`src/rtl/sr_drive_ctrl.sv`:
```
// Drives S/R of an external SR latch from a request handshake.
// The pulse is non-overlapping and followed by a settle window and a synchronized feedback check.
// Optional: define SR_DRIVE_SKIP_EN to complete requests immediately when the latch already holds the value.
module sr_drive_ctrl #(
    parameter int PULSE_W = 2,
    parameter int SETTLE  = 3,
    parameter int TIMEOUT = 15
) (
    input  logic clk,
    input  logic rst_n,
    input  logic req_valid,
    output logic req_ready,
    input  logic req_val,
    output logic S,
    output logic R,
    input  logic q_fb,
    input  logic q_not_fb,
    output logic done,
    output logic err,
    output logic q_sync
);

    localparam int MAX_P = (PULSE_W > SETTLE)
                         ? ((PULSE_W > TIMEOUT) ? PULSE_W : TIMEOUT)
                         : ((SETTLE > TIMEOUT) ? SETTLE : TIMEOUT);
    localparam int CW = $clog2(MAX_P + 1);

    localparam logic [CW-1:0] PULSE_LOAD   = CW'(PULSE_W - 1);
    localparam logic [CW-1:0] SETTLE_LOAD  = CW'(SETTLE - 1);
    localparam logic [CW-1:0] TIMEOUT_LOAD = CW'(TIMEOUT - 1);

    localparam logic [1:0] ST_IDLE   = 2'd0;
    localparam logic [1:0] ST_PULSE  = 2'd1;
    localparam logic [1:0] ST_SETTLE = 2'd2;
    localparam logic [1:0] ST_CHECK  = 2'd3;

    logic [1:0]    state;
    logic [CW-1:0] cnt;
    logic          req_val_r;
    logic          q_s1;
    logic          q_not_s1;
    logic          q_not_sync;
    logic          fb_match;
    logic          skip_hit;

    assign fb_match = (q_sync == req_val_r) && (q_not_sync == ~req_val_r);

`ifdef SR_DRIVE_SKIP_EN
    assign skip_hit = (q_sync == req_val) && (q_not_sync == ~req_val);
`else
    assign skip_hit = 1'b0;
`endif

    always_ff @(posedge clk) begin
        if (!rst_n) begin
            state      <= ST_IDLE;
            cnt        <= '0;
            req_val_r  <= 1'b0;
            S          <= 1'b0;
            R          <= 1'b0;
            done       <= 1'b0;
            err        <= 1'b0;
            req_ready  <= 1'b0;
            q_s1       <= 1'b0;
            q_sync     <= 1'b0;
            q_not_s1   <= 1'b0;
            q_not_sync <= 1'b0;
        end else begin
            q_s1       <= q_fb;
            q_sync     <= q_s1;
            q_not_s1   <= q_not_fb;
            q_not_sync <= q_not_s1;
            done       <= 1'b0;
            err        <= 1'b0;

            case (state)
                ST_IDLE: begin
                    S         <= 1'b0;
                    R         <= 1'b0;
                    req_ready <= 1'b1;
                    if (req_valid && req_ready) begin
                        req_val_r <= req_val;
                        if (skip_hit) begin
                            done <= 1'b1;
                        end else begin
                            state     <= ST_PULSE;
                            cnt       <= PULSE_LOAD;
                            S         <= req_val;
                            R         <= ~req_val;
                            req_ready <= 1'b0;
                        end
                    end
                end
                ST_PULSE: begin
                    if (cnt == '0) begin
                        state <= ST_SETTLE;
                        cnt   <= SETTLE_LOAD;
                        S     <= 1'b0;
                        R     <= 1'b0;
                    end else begin
                        cnt <= cnt - 1'b1;
                    end
                end
                ST_SETTLE: begin
                    if (cnt == '0) begin
                        state <= ST_CHECK;
                        cnt   <= TIMEOUT_LOAD;
                    end else begin
                        cnt <= cnt - 1'b1;
                    end
                end
                ST_CHECK: begin
                    // A match wins over timeout on the final CHECK cycle.
                    if (fb_match) begin
                        done      <= 1'b1;
                        state     <= ST_IDLE;
                        req_ready <= 1'b1;
                    end else if (cnt == '0) begin
                        err       <= 1'b1;
                        state     <= ST_IDLE;
                        req_ready <= 1'b1;
                    end else begin
                        cnt <= cnt - 1'b1;
                    end
                end
                default: begin
                    state <= ST_IDLE;
                    S     <= 1'b0;
                    R     <= 1'b0;
                end
            endcase
        end
    end

endmodule

```
`config.mk`:
```
export PLATFORM = sky130hd
export DESIGN_NAME = sr_drive_ctrl
export DESIGN_NICKNAME = d
export VERILOG_FILES = /design/src/rtl/sr_drive_ctrl.sv
export SDC_FILE = /design/constraint.sdc
export NUM_CORES = 1
export LEC_CHECK = 0
export ABC_AREA = 1
export BUFFER_PORTS_ARGS = -buffer_cell sky130_fd_sc_hd__buf_2
export CAP_MARGIN = 20
export CELL_PAD_IN_SITES_DETAIL_PLACEMENT = 0
export CELL_PAD_IN_SITES_GLOBAL_PLACEMENT = 1
export CORE_MARGIN = 10
export CORE_UTILIZATION = 39
export DETAILED_ROUTE_END_ITERATION = 10
export GPL_TIMING_DRIVEN = 0
export PLACE_DENSITY = 0.79
export SETUP_SLACK_MARGIN = 0.4
export SYNTH_ARGS = -nofsm -noshare
export SYNTH_HDL_FRONTEND = slang
export SYNTH_SLANG_ARGS = --single-unit
```
`constraint.sdc`:
```
create_clock -name clk -period 1.5 [get_ports clk]
set_input_delay 0.375 -clock clk [delete_from_list [all_inputs] [get_ports clk]]
set_output_delay 0.375 -clock clk [all_outputs]
set_load 0.01 [all_outputs]
```
==> metrics.log <==
INFO  metric route.final.wire_length = 2056 microns
INFO  metric internal-power = 1.416 mW
INFO  metric worst_slack = 0.2225 ns
INFO  metric cts_max_level = 1
INFO  metric setup.worst_path.end = state[0]
INFO  metric fin_crit_sh = 0.8516
INFO  metric power.clock.fraction = 0.119
INFO  metric initial_utilization = 0.4257
INFO  metric leading_cell_types_by_total_area_after_synthesis = sky130_fd_sc_hd__dfxtp_1, sky130_fd_sc_hd__nand2_1, sky130_fd_sc_hd__inv_1, sky130_fd_sc_hd__ha_1, sky130_fd_sc_hd__a21oi_1
INFO  metric type_of_the_worst_min_delay_path = input pin to flip-flop
INFO  metric reg_power_frac = 0.253
INFO  metric post_synth_num_cell_types = 20
INFO  metric cts.root.buffer_cell = sky130_fd_sc_hd__clkbuf_4
INFO  metric mappedNetlistArea = 860.8 sq um
INFO  metric portBuffers = 10
INFO  metric clk-insertion-delay-late = 0.30 ns
INFO  metric layout.nets = 161
INFO  metric cts-hold-fix-buffers = 0
INFO  metric post-dp-hpwl = 1351 microns
INFO  metric cts_sinks = 16
INFO  metric synthesis.instances = 124
INFO  metric timing.reg2reg.worst_path_depth = 7
INFO  metric syn_area_per_cell = 6.942 sq um
INFO  metric final.min_clock_period = 1.277 ns
INFO  metric mapped_nets = 136
INFO  metric layout.cells.most_common = sky130_fd_sc_hd__nand2_1
INFO  metric area_growth_syn_to_layout = 46.51%
INFO  metric route.antenna.remaining_nets = 0
INFO  metric cp.required = 1.72 ns
INFO  metric fin_setup_tns = 0 ns
INFO  metric cts.clk_slew.worst_paths = 0.10 ns
INFO  metric wl_per_cell = 11.75 microns
INFO  metric netlist.area_leader.share = 0.3721
INFO  metric final_layout_size_suffix_gt1_frac = 0.4459
INFO  metric core_region_area = 2022 sq um
INFO  metric max_slew_margin = 0.7812
INFO  metric synth-seq-cells = 16
INFO  metric cts_inserted_buffers = 3
INFO  metric tightest_slew = 0.3262 ns
INFO  metric num_vias = 850
INFO  metric worstSetupStartpointType = flip-flop
INFO  metric worst_r2r_startpoint = state[0]
INFO  metric timing.fmax = 0.7828 GHz
INFO  metric pwr_per_cell_area = 1985 nW/um^2
INFO  metric crit_path_start = state[0]
INFO  metric grt_max_degree = 10
INFO  metric dieWidth = 66.98 microns
INFO  metric drt_drc_violations_left = 0
INFO  metric r2r-end = state[0]
INFO  metric die_outline_area = 4486 sq um
INFO  metric cts_tree = yes
INFO  metric finalSetupViolations = 0
INFO  metric run_status = complete, no violations
INFO  metric drt-vias-per-instance = 4.857
INFO  metric grt_overflow = 0
INFO  metric cellLeakagePower = 0.5860 nW
INFO  metric yosysWarnings = 0
INFO  metric place_congestion = 0.7571
INFO  metric pre_cts_ws = 0.2471 ns
INFO  metric hold_viol_final = 0
INFO  metric proportion_of_synthesized_chip_area_in_sequential_cells = 0.3721
INFO  metric final_cell_mix = sky130_fd_sc_hd__nand2_1, sky130_fd_sc_hd__inv_1, sky130_fd_sc_hd__buf_4, sky130_fd_sc_hd__dfxtp_2
INFO  metric synth.largest_area_cell = sky130_fd_sc_hd__dfxtp_1
INFO  metric fin_worst_skew = 0.005113 ns
INFO  metric floorplan.rows = 16
INFO  metric detail_route.first_pass.iterations = 4
INFO  metric worst_case_clock_buffer_depth = 2
INFO  metric worstSetupPathType = flip-flop to flip-flop
INFO  metric maxCapViolations = 0
INFO  metric pin_count = 12
INFO  metric antennaDiodeCount = 0
INFO  metric rsz0062_at_grt = yes
INFO  metric grt_antenna_before_repair = 0
INFO  metric power_frac_comb = 0.628
INFO  metric reg2reg_setup_slack = 0.22 ns
INFO  metric first_iter_violations = 55
INFO  metric grt_first_pass_wirelength = 3187 microns
INFO  metric vdd.ir_drop.worst = 1.227 mV
INFO  metric first_global_vias = 762
INFO  metric crit_arrival = 1.49 ns
INFO  metric crit_path_max_fanout = 4
INFO  metric switching_share = 0.4343
INFO  metric worstSetupEndpointType = flip-flop
INFO  metric timing.final.max_slew_violations = 0
INFO  metric total_switching_power = 1.087 mW
INFO  metric grt_util_all_layers = 0.08981
INFO  metric floorplan.die.height = 66.98 microns
-- final cells by class --
type,count,area [sq um]
Tap cell,27,33.78
Buffer,1,5.005
Fill cell,171,760.7
Clock buffer,4,36.28
Multi-Input combinational cell,82,580.6
Timing Repair Buffer,20,156.4
Inverter,25,111.4
Sequential cell,16,337.8
-- what timing repair did --
item / in CTS / in global routing
pin swaps: 4 / 9
endpoints found under the setup margin: 15 / 15
gates resized for setup: 18 / 25
buffers inserted: 6 / 4
-- stage by stage --
stage | hold slack (ns) | util | total power, mW | instances | cell area [sq um]
2_1_floorplan | 0.3905 | - | 1.397 | 124 | 897.1
3_3_place_gp | 0.3973 | 0.4851 | 1.587 | 161 | 980.9
3_5_place_dp | 0.3986 | 0.4851 | 1.593 | 161 | 980.9
4_1_cts | 0.2619 | 0.5594 | 2.131 | 171 | 1131
5_1_grt | 0.2623 | 0.6238 | 2.684 | 175 | 1261
6_report | 0.2576 | 0.6238 | 2.503 | 175 | 1261
-- per-layer routing --
metal,vias up,track usage,wire length (microns),part of all wire
li1,430,-,-,-
met1,373,0.09802,835,0.41
met2,34,0.1564,1011,0.49
met3,13,0.02174,142,0.069
met4,0,0.04615,66,0.032
met5,-,0,0,0
-- synth_stat cells --
cell type / count
sky130_fd_sc_hd__clkinv_1: 1
sky130_fd_sc_hd__nand2_4: 1
sky130_fd_sc_hd__nor3_1: 2
sky130_fd_sc_hd__xnor2_1: 1
sky130_fd_sc_hd__nor2_2: 1
sky130_fd_sc_hd__nand4_1: 2
sky130_fd_sc_hd__buf_2: 1
sky130_fd_sc_hd__a21oi_1: 10
sky130_fd_sc_hd__inv_1: 21
sky130_fd_sc_hd__nand2_1: 38
sky130_fd_sc_hd__inv_2: 3
sky130_fd_sc_hd__o21ai_0: 4
sky130_fd_sc_hd__nand2_2: 2
sky130_fd_sc_hd__a21oi_2: 1
sky130_fd_sc_hd__nor2_4: 2
sky130_fd_sc_hd__nand3_1: 8
sky130_fd_sc_hd__dfxtp_1: 16
sky130_fd_sc_hd__nand3_2: 1
sky130_fd_sc_hd__nor2_1: 3
sky130_fd_sc_hd__ha_1: 6
-- worst max-delay path, stage by stage (launching register included) --
cell	delay (ns)
sky130_fd_sc_hd__dfxtp_4	0.42
sky130_fd_sc_hd__inv_4	0.06
sky130_fd_sc_hd__ha_4	0.17
sky130_fd_sc_hd__inv_4	0.06
sky130_fd_sc_hd__nand2_4	0.06
sky130_fd_sc_hd__a21oi_4	0.18
sky130_fd_sc_hd__nand3_1	0.10
sky130_fd_sc_hd__a21oi_1	0.14
-- flip-flops by register name, indices dropped and copies added, names as in the netlist --
| signal | cells |
|---|---|
| S | 1 |
| req_val_r | 1 |
| state | 2 |
| R | 1 |
| cnt | 4 |
| err | 1 |
| q_not_sync | 1 |
| q_sync | 1 |
| done | 1 |
| q_not_s1 | 1 |
| q_s1 | 1 |
| req_ready | 1 |
-- worst min-delay path by stage --
stage	slack (ns)	startpoint	cells after the start	endpoint
floorplan	0.39	q_not_s1	2	q_not_sync
finish	0.26	q_fb	3	q_s1
detailed placement	0.40	q_not_s1	2	q_not_sync
CTS	0.26	q_fb	3	q_s1
global route	0.26	q_fb	3	q_s1
global placement	0.40	q_not_s1	2	q_not_sync
-- power by group through the flow --
stage / clock, mW / combinational (mW) / sequential [mW]
4_1_cts: 0.293 / 1.24 / 0.593
3_3_place_gp: 0 / 1.00 / 0.583
6_report: 0.298 / 1.57 / 0.634
2_1_floorplan: 0 / 0.807 / 0.590
5_1_grt: 0.317 / 1.72 / 0.647
3_5_place_dp: 0 / 1.01 / 0.585
-- kinds of logic after synthesis --
logic type	count (synthesis)	share of synthesized area
and+or+nand+nor	60	0.3241
buffers and inverters	26	0.1148
DFF	16	0.3721
xor gates and xnor gates	1	0.01018
AOI/OAI and AO/OA	15	0.09157
adders and majority gates	6	0.08721
Power figures use the tool's default switching activity.
